**config.mk**
```make
export PLATFORM = sky130hd
export DESIGN_NAME = piso_stream
export DESIGN_NICKNAME = d
export VERILOG_FILES = /design/src/rtl/piso_stream_pkg.sv /design/src/rtl/piso_hold_buf.sv /design/src/rtl/piso_stream.sv
export SDC_FILE = /design/constraint.sdc
export NUM_CORES = 1
export LEC_CHECK = 0
export CAP_MARGIN = 20
export CORE_UTILIZATION = 48
export CTS_CLUSTER_DIAMETER = 100
export DETAILED_ROUTE_END_ITERATION = 10
export PLACE_DENSITY = 0.76
export SYNTH_ARGS = -nofsm -noshare
export SYNTH_HDL_FRONTEND = slang
export SYNTH_SLANG_ARGS = --single-unit
export TNS_END_PERCENT = 10
```
**constraint.sdc**
```tcl
create_clock -name CLK -period 1.8 [get_ports CLK]
set_input_delay 0.36 -clock CLK [delete_from_list [all_inputs] [get_ports CLK]]
set_output_delay 0.36 -clock CLK [all_outputs]
set_load 0.02 [all_outputs]
```
**src/rtl/piso_stream_pkg.sv**
```systemverilog
// rtl/piso_stream_pkg.sv - shared sizing and count helpers for the flow-controlled PISO
package piso_stream_pkg;

    function automatic int calc_num_shifts(input int in_width, input int out_width);
        return in_width / out_width;
    endfunction

    function automatic int calc_count_width(input int num_shifts);
        return $clog2(num_shifts + 1);
    endfunction

    // A count of zero, or one larger than the word holds, means "emit the whole word".
    function automatic int norm_count(input int cnt, input int num_shifts);
        if (cnt == 0 || cnt > num_shifts) begin
            return num_shifts;
        end
        return cnt;
    endfunction

endpackage

```
**src/rtl/piso_hold_buf.sv**
```systemverilog
// rtl/piso_hold_buf.sv - one-entry holding register for a word waiting on the shifter
module piso_hold_buf #(
    parameter int DATA_W = 64,
    parameter int CNT_W  = 3
) (
    input  logic              clk,
    input  logic              rst,
    input  logic              flush,
    input  logic              wr_en,
    input  logic [DATA_W-1:0] wr_data,
    input  logic [CNT_W-1:0]  wr_cnt,
    input  logic              wr_msb,
    input  logic              rd_en,
    output logic              hold_valid,
    output logic [DATA_W-1:0] hold_data,
    output logic [CNT_W-1:0]  hold_cnt,
    output logic              hold_msb
);

    logic              valid_q, valid_d;
    logic [DATA_W-1:0] data_q, data_d;
    logic [CNT_W-1:0]  cnt_q, cnt_d;
    logic              msb_q, msb_d;

    // A write in the same cycle as a read refills the entry, so write wins.
    always_comb begin
        valid_d = valid_q;
        data_d  = data_q;
        cnt_d   = cnt_q;
        msb_d   = msb_q;
        if (flush) begin
            valid_d = 1'b0;
        end else begin
            if (rd_en) begin
                valid_d = 1'b0;
            end
            if (wr_en) begin
                valid_d = 1'b1;
                data_d  = wr_data;
                cnt_d   = wr_cnt;
                msb_d   = wr_msb;
            end
        end
    end

    always_ff @(posedge clk) begin
        if (rst) begin
            valid_q <= 1'b0;
            data_q  <= '0;
            cnt_q   <= '0;
            msb_q   <= 1'b0;
        end else begin
            valid_q <= valid_d;
            data_q  <= data_d;
            cnt_q   <= cnt_d;
            msb_q   <= msb_d;
        end
    end

    assign hold_valid = valid_q;
    assign hold_data  = data_q;
    assign hold_cnt   = cnt_q;
    assign hold_msb   = msb_q;

endmodule

```
**src/rtl/piso_stream.sv**
```systemverilog
// rtl/piso_stream.sv - flow-controlled parallel-in/serial-out shifter with hold/bypass entry
module piso_stream
    import piso_stream_pkg::*;
#(
    parameter int  DATA_IN_WIDTH  = 64,
    parameter int  DATA_OUT_WIDTH = 16,
    localparam int NUM_SHIFTS     = calc_num_shifts(DATA_IN_WIDTH, DATA_OUT_WIDTH),
    localparam int COUNT_WIDTH    = calc_count_width(NUM_SHIFTS)
) (
    input  logic                      CLK,
    input  logic                      RESET,
    input  logic                      FLUSH,
    input  logic                      IN_VALID,
    output logic                      IN_READY,
    input  logic [DATA_IN_WIDTH-1:0]  DATA_IN,
    input  logic [COUNT_WIDTH-1:0]    IN_COUNT,
    input  logic                      IN_MSB_FIRST,
    output logic                      OUT_VALID,
    input  logic                      OUT_READY,
    output logic [DATA_OUT_WIDTH-1:0] DATA_OUT,
    output logic                      OUT_LAST,
    output logic                      BUSY
);

    logic [DATA_IN_WIDTH-1:0] serial_q, serial_d;
    logic [COUNT_WIDTH-1:0]   rem_q, rem_d;
    logic                     msb_q, msb_d;

    logic                     hold_valid;
    logic [DATA_IN_WIDTH-1:0] hold_data;
    logic [COUNT_WIDTH-1:0]   hold_cnt;
    logic                     hold_msb;
    logic                     hold_wr;
    logic                     hold_rd;

    logic                     in_ready;
    logic                     in_accept;
    logic                     fire;
    logic                     free;
    logic [COUNT_WIDTH-1:0]   in_cnt_norm;

    assign in_ready    = !hold_valid && !RESET;
    assign in_accept   = IN_VALID && in_ready && !FLUSH;
    assign fire        = (rem_q != '0) && OUT_READY;
    assign free        = (rem_q == '0) || (fire && rem_q == COUNT_WIDTH'(1));
    assign in_cnt_norm = COUNT_WIDTH'(norm_count(int'(IN_COUNT), NUM_SHIFTS));

    piso_hold_buf #(
        .DATA_W (DATA_IN_WIDTH),
        .CNT_W  (COUNT_WIDTH)
    ) u_hold (
        .clk        (CLK),
        .rst        (RESET),
        .flush      (FLUSH),
        .wr_en      (hold_wr),
        .wr_data    (DATA_IN),
        .wr_cnt     (in_cnt_norm),
        .wr_msb     (IN_MSB_FIRST),
        .rd_en      (hold_rd),
        .hold_valid (hold_valid),
        .hold_data  (hold_data),
        .hold_cnt   (hold_cnt),
        .hold_msb   (hold_msb)
    );

    // Shift on fire, then let a waiting hold entry or a bypassing input refill
    // the shifter the same cycle its last slice leaves, so words run back to back.
    always_comb begin
        serial_d = serial_q;
        rem_d    = rem_q;
        msb_d    = msb_q;
        hold_wr  = 1'b0;
        hold_rd  = 1'b0;
        if (FLUSH) begin
            serial_d = '0;
            rem_d    = '0;
            msb_d    = 1'b0;
        end else begin
            if (fire) begin
                serial_d = msb_q ? (serial_q << DATA_OUT_WIDTH) : (serial_q >> DATA_OUT_WIDTH);
                rem_d    = rem_q - COUNT_WIDTH'(1);
            end
            if (free && hold_valid) begin
                serial_d = hold_data;
                rem_d    = hold_cnt;
                msb_d    = hold_msb;
                hold_rd  = 1'b1;
                hold_wr  = in_accept;
            end else if (free && in_accept) begin
                serial_d = DATA_IN;
                rem_d    = in_cnt_norm;
                msb_d    = IN_MSB_FIRST;
            end else begin
                hold_wr  = in_accept;
            end
        end
    end

    always_ff @(posedge CLK) begin
        if (RESET) begin
            serial_q <= '0;
            rem_q    <= '0;
            msb_q    <= 1'b0;
        end else begin
            serial_q <= serial_d;
            rem_q    <= rem_d;
            msb_q    <= msb_d;
        end
    end

    always_comb begin
        IN_READY  = in_ready;
        OUT_VALID = (rem_q != '0);
        OUT_LAST  = (rem_q == COUNT_WIDTH'(1));
        DATA_OUT  = msb_q ? serial_q[DATA_IN_WIDTH-1 -: DATA_OUT_WIDTH]
                          : serial_q[DATA_OUT_WIDTH-1:0];
        BUSY      = (rem_q != '0) || hold_valid;
    end

endmodule

```
==> results.toml <==
[run_status]
status = "finished with violations"
violations = "setup timing"

[sta]
rsz0062_at_grt = "true"
layout_setup_ws_ns = -0.241
setup_viol = 143
finalCritPeriodShare = 1.13
final_hold_viol_count = 0
finalMaxSlewViolations = 0
maxSlewHeadroom = 0.639
post-route-min-period_ns = 2.04
hold_slack_ns = 0.391
clock-skew-final_ns = 0.00902
worst_slew_pin_slew_ns = 0.542
timing.fmax_ghz = 0.490

[worst_setup_path]
cp-end-kind = "flop"
cpMostUsedCell = "buf_4"
crit_chain = "inv_4, ha_4, nand2b_4, mux2_4, buf_4, clkbuf_16, o21ai_0, o311ai_1, buf_4, a21oi_1"
crit_fanout = 15
reg2reg_slack_ns = -0.24
cp.arrival_ns = 2.39
critPathSlowestCell = "mux2_4"
worstPathRequired_ns = 2.15
critPathMaxStageDelay_ns = 0.36
worstSetupPathType = "reg2reg"
critPathLaunchType = "flop"

[finish]
final.fill_count = 1011
area_growth_pct = 43.8
design_area_um2 = 10100
diodes = 0
nets = 1104
ff_latch_area_um2 = 2750
final_cell_mix = "nand2_1 (230), dfxtp_1 (133), a21oi_1 (85), buf_4 (78), clkdlybuf4s50_1 (69)"
final_common_cell = "nand2_1"
drive_gt1_frac = 0.246
multiInputGateArea_um2 = 4290

[route]
vias = 7841
drt_first_iter_violations = 944
dr.pass1.iters = 8
drt_wl_total_mm = 26.6
drc = 0
wl_per_cell_um = 21.8
antenna_left = 0
post_drt_via_cell_ratio = 6.43

[yosys]
synthArstFlopShare = 0
synthesis.area_um2 = 7020
netlist-cell-type-count = 44
syn_inst = 887
syn_area_per_cell_um2 = 7.91
synth-main-ff-cell = "dfxtp_1"
ys_warn_count = 0
ys_seq_elements = 137
synth_edf_count = 0
syn_nets = 964
seq_area_frac_synth = 0.391

[clocking]
path_clk_slew_ns = 0.06
cts_root_buffer = "clkbuf_16"
cts_tree = "yes"
h-tree-depth = 4
cts.sinks = 137
clk_latency_ns = 0.42
ctsHoldBuffers = 0
numCtsBuffers = 17
clock_path_buffers = 2

[power]
p_leak_uw = 0.00358
power.density_nw_per_um2 = 835
ir_drop_mv = 0.751

[floorplanning]
core_area_um2 = 14100
die-area_um2 = 15100
chipHeight_um = 123
io-pin-count = 93
placementRows = 43
initial_utilization = 0.498
die_width_um = 123

[global_route]
antenna_found_initial = 0
grt_pass1_wl_mm = 37.4
grt.overflow.total = 0
grt_max_degree = 69
grt_util_all_layers = 0.325
grt_pass1_vias = 6951

[placement]
place_congestion = 0.846
dpl.hpwl_mm = 14.6
pre_cts_slack_ns = -0.610
dpl_cell_area_um2 = 8610
io_buffers = 92

[run]
drv_cap = 0

[worst_hold_path]
hold_class = "in2reg"
[area by class of cell]
class	instances	share of cell area
Clock inverter	11	0.00979
Sequential cell	137	0.272
Clock buffer	21	0.0446
Tap cell	180	0.0223
Inverter	3	0.00136
Timing Repair Buffer	209	0.224
Multi-Input combinational cell	659	0.425
[per-stage QoR]
stage	setup TNS [ns]	utilization	total power, µW	instances
2_1_floorplan	-2.88	-	4010	887
3_3_place_gp	-58.97	0.611	4760	1156
3_5_place_dp	-64.50	0.611	4780	1156
4_1_cts	-1.46	0.671	8110	1201
5_1_grt	-19.23	0.716	8650	1220
6_report	-11.63	0.716	8430	1220
[worst max-delay path, delay by kind of cell (launching register included)]
kind	cells	cell delay, ns
fa+ha+maj	1	0.17
flops	1	0.35
buf+inv	4	0.59
compound gates	3	0.43
simple gates	1	0.09
mux	1	0.36
[metal layers]
layer | up-vias | global-route usage | share of wire
met5 | - | 0 | 0
met4 | 0 | 0.139 | 0.043
met3 | 96 | 0.0673 | 0.097
met2 | 519 | 0.522 | 0.47
met1 | 3753 | 0.423 | 0.39
li1 | 3473 | - | -
[cell families (layout without fill, tap and decap cells)]
logic type | count (synthesis) | in the layout | synth area share
adders and majority gates | 4 | 4 | 0.00713
buffers and inverters | 91 | 244 | 0.0610
muxes | 50 | 50 | 0.0749
DFF | 137 | 137 | 0.391
AOI/OAI and AO/OA | 311 | 311 | 0.285
and+or+nand+nor | 294 | 294 | 0.182
[path summary, 6_finish.rpt]
kind	cells past startpoint	endpoint	from
hold / removal	3	u_hold.hold_valid$_SDFFE_PP0P_	IN_VALID
hold reg to reg	2	u_hold.hold_data[12]$_SDFFE_PP0P_	u_hold.hold_data[12]$_SDFFE_PP0P_
setup / recovery	10	serial_q[14]$_SDFFE_PP0P_	rem_q[1]$_SDFFE_PP0P_
setup reg to reg	10	serial_q[14]$_SDFFE_PP0P_	rem_q[1]$_SDFFE_PP0P_
[report_power, final]
part	total [µW]	internal (µW)	switching [µW]
sequential	3180	3110	68.0
combinational	1920	926	998
clock	3320	1930	1390
total	8430	5970	2450
[cells in the mapped netlist, types with 8 or more instances]
cell type / instances / area share
a21oi_1: 104 / 0.074
a2bb2oi_1: 32 / 0.040
buf_2: 15 / 0.011
buf_6: 8 / 0.013
clkbuf_1: 62 / 0.033
dfxtp_1: 137 / 0.39
mux2_2: 16 / 0.026
mux2i_1: 33 / 0.047
nand2_1: 233 / 0.12
nor2_1: 8 / 0.0043
nor2b_1: 35 / 0.031
o21ai_0: 62 / 0.044
o221ai_1: 32 / 0.040
o22ai_1: 32 / 0.029
o311ai_0: 32 / 0.040
[repair_timing]
item / 4_1_cts / 5_1_grt
endpoints found under the setup margin: 155 / 151
resized for setup: 159 / 118
cloned: 3 / 8
setup buffers: 10 / 13
pin swaps: 4 / 15
[flip-flops by register name, summed over array words and instances, names as in the netlist]
signal and count:
u_hold.hold_msb 1, msb_q 1, rem_q 3, u_hold.hold_cnt 3, u_hold.hold_data 64, serial_q 64
u_hold.hold_valid 1
Power figures use the tool's default switching activity.
